## src/rtl/shift_seq_pkg.sv

```systemverilog
// Shared encodings for the shift/increment register sequencer: register
// select codes and FSM state constants.
package shift_seq_pkg;

  localparam logic [1:0] OP_LOAD = 2'b00;
  localparam logic [1:0] OP_SHR  = 2'b01;
  localparam logic [1:0] OP_SHL  = 2'b10;
  localparam logic [1:0] OP_INC  = 2'b11;

  typedef logic [1:0] state_t;

  localparam state_t S_IDLE = 2'd0;
  localparam state_t S_RUN  = 2'd1;
  localparam state_t S_CAPT = 2'd2;
  localparam state_t S_RESP = 2'd3;

endpackage

```

## src/rtl/shift_seq_iter_cnt.sv

```systemverilog
// Iteration down-counter: loaded with iterations-minus-one, stops at zero.
module shift_seq_iter_cnt #(
  parameter int CNT_W = 4
) (
  input  logic             clk,
  input  logic             reset_n,
  input  logic             load,
  input  logic [CNT_W-1:0] value,
  input  logic             dec,
  output logic             zero
);

  logic [CNT_W-1:0] cnt;

  always_ff @(posedge clk or negedge reset_n) begin
    if (!reset_n) begin
      cnt <= '0;
    end else if (load) begin
      cnt <= value;
    end else if (dec && (cnt != '0)) begin
      cnt <= cnt - 1'b1;
    end
  end

  assign zero = (cnt == '0);

endmodule

```

## src/rtl/shift_seq_ctrl.sv

```systemverilog
// Sequencer driving the shift/increment register for count+1 feedback iterations.
// Optional abort input is built when SHIFT_SEQ_ABORT_EN is defined.
//
//   state  | meaning
//   S_IDLE | ready for a command, register held clear
//   S_RUN  | one register iteration per cycle, output fed back
//   S_CAPT | final register value captured into rsp_data
//   S_RESP | response offered until rsp_ready
module shift_seq_ctrl
  import shift_seq_pkg::*;
#(
  parameter int DATA_W = 8,
  parameter int CNT_W  = 4
) (
  input  logic              clk,
  input  logic              reset_n,
  input  logic              cmd_valid,
  output logic              cmd_ready,
  input  logic [1:0]        cmd_op,
  input  logic [DATA_W-1:0] cmd_data,
  input  logic [CNT_W-1:0]  cmd_count,
  output logic              rsp_valid,
  input  logic              rsp_ready,
  output logic [DATA_W-1:0] rsp_data,
  output logic [DATA_W-1:0] sr_data_in,
  output logic [1:0]        sr_select,
  output logic              sr_load,
  output logic              sr_reset,
  input  logic [DATA_W-1:0] sr_data_out
`ifdef SHIFT_SEQ_ABORT_EN
  ,
  input  logic              abort
`endif
);

  state_t            state, state_nxt;
  logic [1:0]        op_q;
  logic [DATA_W-1:0] seed_q;
  logic              first_q;
  logic              accept;
  logic              cnt_zero;
  logic              abort_hit;

`ifdef SHIFT_SEQ_ABORT_EN
  assign abort_hit = abort && ((state == S_RUN) || (state == S_CAPT));
`else
  assign abort_hit = 1'b0;
`endif

  assign accept = (state == S_IDLE) && cmd_valid;

  shift_seq_iter_cnt #(.CNT_W(CNT_W)) u_iter_cnt (
    .clk     (clk),
    .reset_n (reset_n),
    .load    (accept),
    .value   (cmd_count),
    .dec     (state == S_RUN),
    .zero    (cnt_zero)
  );

  always_comb begin
    state_nxt = state;
    case (state)
      S_IDLE: if (cmd_valid) state_nxt = S_RUN;
      S_RUN: begin
        if (abort_hit)     state_nxt = S_IDLE;
        else if (cnt_zero) state_nxt = S_CAPT;
      end
      S_CAPT: state_nxt = abort_hit ? S_IDLE : S_RESP;
      S_RESP: if (rsp_ready) state_nxt = S_IDLE;
      default: state_nxt = S_IDLE;
    endcase
  end

  always_ff @(posedge clk or negedge reset_n) begin
    if (!reset_n) begin
      state    <= S_IDLE;
      op_q     <= '0;
      seed_q   <= '0;
      first_q  <= 1'b0;
      rsp_data <= '0;
    end else begin
      state <= state_nxt;
      if (accept) begin
        op_q    <= cmd_op;
        seed_q  <= cmd_data;
        first_q <= 1'b1;
      end else if (state == S_RUN) begin
        first_q <= 1'b0;
      end
      if ((state == S_CAPT) && !abort_hit) rsp_data <= sr_data_out;
    end
  end

  assign cmd_ready = (state == S_IDLE);
  assign rsp_valid = (state == S_RESP);

  // Register clears whenever load is low, so it only holds a value during RUN.
  assign sr_load    = (state == S_RUN);
  assign sr_select  = (state == S_RUN) ? op_q : 2'b00;
  assign sr_data_in = (state != S_RUN) ? '0 : (first_q ? seed_q : sr_data_out);
  assign sr_reset   = ~reset_n | abort_hit;

endmodule
```

## config.mk

```make
export PLATFORM = sky130hd
export DESIGN_NAME = shift_seq_ctrl
export DESIGN_NICKNAME = d
export VERILOG_FILES = /design/src/rtl/shift_seq_pkg.sv /design/src/rtl/shift_seq_iter_cnt.sv /design/src/rtl/shift_seq_ctrl.sv
export SDC_FILE = /design/constraint.sdc
export NUM_CORES = 1
export LEC_CHECK = 0
export CAP_MARGIN = 5
export CORE_MARGIN = 3
export CORE_UTILIZATION = 25
export DETAILED_ROUTE_END_ITERATION = 10
export PLACE_DENSITY = 0.49
export SLEW_MARGIN = 10
export SYNTH_ARGS = -nofsm -noshare
export SYNTH_HDL_FRONTEND = slang
export SYNTH_SLANG_ARGS = --single-unit
```

## constraint.sdc

```tcl
create_clock -name clk -period 5.8 [get_ports clk]
set_input_delay 1.16 -clock clk [delete_from_list [all_inputs] [get_ports clk]]
set_output_delay 1.16 -clock clk [all_outputs]
set_load 0.005 [all_outputs]
```

-- Word level (Yosys, flattened, before mapping)
Index checks and enable logic that the tools add are counted.
- output and inout port bits: 22
- register bits: 25
- reduce and logical (&&, ||, !) cells: 8
- equal/unequal tests: 7
- mux-type cells: 11
- add/subtract/negate cells: 1
- bitwise operators: 1
- operators by type and width (operator ; number):
    $mux 8 ; 2
    $mux 2 ; 4
    $mux 4 ; 2
    $pmux 2 s4 ; 1
    $eq 2x2->1 const B ; 2
    $logic_not 4->1 ; 1
    $ne 2x1->1 const B ; 2
    $ne 2x2->1 const B ; 2
    $reduce_bool 2->1 ; 2
    $reduce_bool 4->1 ; 1
    $sub 4x1->4 const B ; 1
    $reduce_and 3->1 ; 1
    $eq 2x1->1 const B ; 1
    $logic_and 1x1->1 ; 2
    $logic_not 2->1 ; 1
    $mux 1 ; 2
    $not 1->1 ; 1

-- Longest topological paths before layout
- depth in word-level cells: 4
- depth in mapped cells: 6
- depth with buffers taken out: 5

-- Modules after synthesis
From an unflattened synthesis, not the netlist that was laid out.
- cells, all modules: 107
- area total of the unflattened synthesis: 1295.0 um^2
- by module, submodules not included (module ; seq. area each (um^2) ; times used ; area each (um^2) ; cells an instance):
    shift_seq_ctrl ; 525.5 ; 1 ; 1024.7 ; 80
    shift_seq_iter_cnt ; 100.1 ; 1 ; 270.3 ; 27

-- Worst setup path after synthesis
Ideal clock, no wire load.
- path type: input port to output port
- from: input sr_data_out[0]
- to: output sr_data_in[0]
- data arrival time: 1.347 ns
- setup slack: 3.293 ns
- stages on the path: 2
- cell sequence: mux2i_1 -> nor2b_1
- word-level cells in the longest chain between the ends: 2
- RTL lines (element ; RTL line ; text):
    from (decl) ; shift_seq_ctrl.sv:29 ; input logic [DATA_W-1:0] sr_data_out
    $mux 8 (2 in series) ; shift_seq_ctrl.sv:101 ; assign sr_data_in = (state != S_RUN) ? '0 : (first_q ? seed_q : sr_data_out);
    to (decl) ; shift_seq_ctrl.sv:25 ; output logic [DATA_W-1:0] sr_data_in,
Every way passes these cells.

-- Worst setup path in the final report
- from: input sr_data_out[3]
- to: output sr_data_in[3]
The elaborated chain is that of the path after synthesis.

==> metrics.md <==
| Metric | Value |
|---|---|
| Library cell with the largest summed area after synthesis | sky130_fd_sc_hd__dfrtp_1 |
| Run status | complete, no violations |
| Latest clock arrival within the worst-skew pair | around 260 ps |
| Ant. Diodes | 0 |
| Initial drt markers | 18 |
| Cell Rows | 25 |
| Syn Std Cell Area | between 1000 and 1500 µm² |
| # port buffers | 47 |
| Unrepaired setup endpoints after global routing | no |
| Kind of cell adding the most delay to the critical path | buffers and inverters |
| Detailed-route vias per instance | 4.31 |
| Worst clock skew | approximately 5.6 ps |
| Sinks on the clock net | 25 |
| Maximum ir drop on the vdd rail | between 150 and 200 µV |
| Global-route wire length before repair | 5200 µm |
| Placer Congestion | about 0.7 |
| Hold buffers post-CTS | 0 |
| Detailed placement HPWL | between 2000 and 2500 µm |
| Slowest stage cell, crit path | sky130_fd_sc_hd__clkdlybuf4s50_1 |
| Period Utilization, post-route | 0.617 |
| Clock Tree Root | sky130_fd_sc_hd__clkbuf_8 |
| Wire per inst | about 14 µm |
| Flip-flop and latch area | about 630 µm² |
| Smallest setup slack after layout | approximately 2200 ps |
| Cell count after synthesis | 104 |
| Critical Path, Cell by Cell | clkdlybuf4s50_1, mux2i_1, nor2b_1, clkdlybuf4s50_1 |
| Class of the most critical setup path | in -> out |
| Critical Path Most Common Cell | sky130_fd_sc_hd__clkdlybuf4s50_1 |
| H-tree lvl count | 1 |
| Leakage power total | between 0.7 and 0.8 nW |
| First-pass DRT Iterations | 4 |
| Actual slew at the worst max-slew pin | a little over 700 ps |
| Post-synthesis average cell area | between 10 and 15 µm² |
| Area of placed instances | roughly 1800 µm² |
| Via count of the first global-routing pass | 1005 |
| Nets | between 150 and 200 |
| Final worst hold slack | around 510 ps |
| Post-cts repair resize count | 0 |
| Number of antenna violations at the first check in global routing | 0 |
| Critical path startpoint category | primary input |
| Post CTS Setup Buffer Count | 0 |
| Path category of the worst min-delay check | reg -> reg |
| Top achievable clock speed | approximately 280 MHz |
| Area taken by multi-input logic gates | 572 µm² |
| CTS Buf Count | 3 |
| Number of buffer and inverter instances along the worst setup path | 2 |
| All-layer global routing usage | 0.109 |
| Drt drc | 0 |
| Number of buffers between clock root and the deepest sink | 2 |
| Final setup fails | 0 |
| Final count of hold timing violations | 0 |
| Delay contributed by the slowest stage of the critical path | ~530 ps |
| Areal power density over the cells | between 400 and 500 nW/µm² |
| Die Wd | roughly 77 µm |
| Sequential element share of the synthesized area | 0.502 |
| Post-route minimum period | ~3600 ps |
| Ports | 48 |
| Clock tree from TritonCTS | yes |
| Final instance area | between 1500 and 2000 µm² |
| Largest cells by area after synthesis | sky130_fd_sc_hd__dfrtp_1 50%, sky130_fd_sc_hd__mux2_2 16%, sky130_fd_sc_hd__mux2i_1 8.0% |
| Fin Setup TNS | 0 ps |
| Area grow syn2layout | 47.2% |
| Count of vias placed by the detailed router | about 940 |
| Place WS | between 2000 and 2500 ps |
| Fin. max-slew vios | 0 |
| Warning count from the yosys run | 0 |
| Share of the synthesized area in the top cell type | 0.502 |
| Placeable core region | 4790 µm² |
| Clock slew seen by the registers of the worst setup and hold paths | 80 ps |
| Remaining global-route overflow | 0 |
| Initial Utilization | 0.260 |
| Relative slew slack | 0.529 |
| Count of antenna-violating nets left after detailed routing | 0 |
| Die Footprint | around 5900 µm² |
| Power Total | between 0.8 and 0.9 mW |
| Overall routed net length | between 3000 and 4000 µm |
| Number of maximum-capacitance constraint violations | 0 |
| Worst EP required | 4640 ps |
| Library cells used by synthesis | 21 |
| Pin count of the biggest net entering global routing | 26 |
| Category of the worst setup path capture point | output pin |
| Syn_nets | between 100 and 150 |
| Share of layout cells above drive strength 1 | 0.166 |
| Fillers | 490 |
| Die height | approximately 77 µm |
| Data arrival, critical path | 2420 ps |
| Synth Register Bits | 25 |
| Highest fanout seen on the critical path | 2 |
-- cell type report --
type | instances | area share
timing repair buffer | 48 | 0.261
tap | 67 | 0.0457
multi-input combinational | 66 | 0.312
sequential | 25 | 0.341
inverter | 8 | 0.0164
clock buffer | 4 | 0.0246
-- Yosys cell counts (all sizes together) --
library cell,instances
a21o,1
a21oi,4
a222oi,1
a31oi,1
a32o,1
and2,2
and4b,1
clkbuf,5
dfrtp,25
ha,5
inv,8
mux2,19
mux2i,10
nand2,2
nand3,2
nor2,5
nor2b,8
nor4b,1
o21ai,2
or3b,1
-- sequential cells by signal, indices dropped and copies added (netlist names) --
signal          cells
first_q             1
u_iter_cnt.cnt      4
rsp_data            8
op_q                2
state               2
seed_q              8
-- per-layer routing --
metal | vias up | track usage | routed length [µm]
met5 | - | 0 | 0
met1 | 446 | 0.146 | 1440
met3 | 2 | 0.0272 | 198
li1 | 455 | - | -
met2 | 36 | 0.178 | 1480
met4 | 0 | 0.0217 | 6
-- placed cells by master, fill, tap and decap left out, drive strengths merged, types with 4 or more instances in the layout --
cell type       n
mux2i          10
ha              5
a21oi           4
inv             8
mux2           19
nor2            5
dfrtp          25
clkdlybuf4s50  47
nor2b           8
clkbuf          4
-- where the power goes --
group          internal, mW  switching, mW
combinational         0.281          0.169
clock                0.0491         0.0540
sequential            0.266         0.0691
total                 0.596          0.292
-- cell families (layout without fill, tap and decap cells) --
group / Yosys count / in the layout / synth area share
compound gates: 10 / 10 / 0.0522
fa+ha+maj: 5 / 5 / 0.0502
buf+inv: 13 / 60 / 0.0392
flops: 25 / 25 / 0.502
mux: 29 / 29 / 0.252
simple gates: 22 / 22 / 0.104
-- worst register-to-register path: cells and delay by family, from the launching register on --
family / cells / cell delay, ps
flops: 1 / 390
buf+inv: 1 / 90
mux: 1 / 370
compound gates: 1 / 420
simple gates: 1 / 420
fa+ha+maj: 1 / 210
-- per-stage QoR --
stage | util | instances
finish | 0.383 | 218
global route | 0.383 | 218
CTS | 0.383 | 218
detailed placement | 0.374 | 214
global placement | 0.374 | 214
floorplan | - | 104
-- final timing paths --
| path | start | end | slack [ps] | cells past startpoint |
|---|---|---|---|---|
| setup / recovery | sr_data_out[3] | sr_data_in[3] | 2220 | 4 |
| hold / removal | seed_q[4] | seed_q[4] | 510 | 1 |
| setup reg to reg | u_iter_cnt.cnt[0] | state[1] | 3800 | 5 |
| hold reg to reg | seed_q[4] | seed_q[4] | 510 | 1 |
| max in group asynchronous | reset_n | op_q[1] | 4270 | 2 |
| min in group asynchronous | reset_n | seed_q[0] | 1280 | 2 |
No activity file was read; power rests on OpenSTA's default activity.
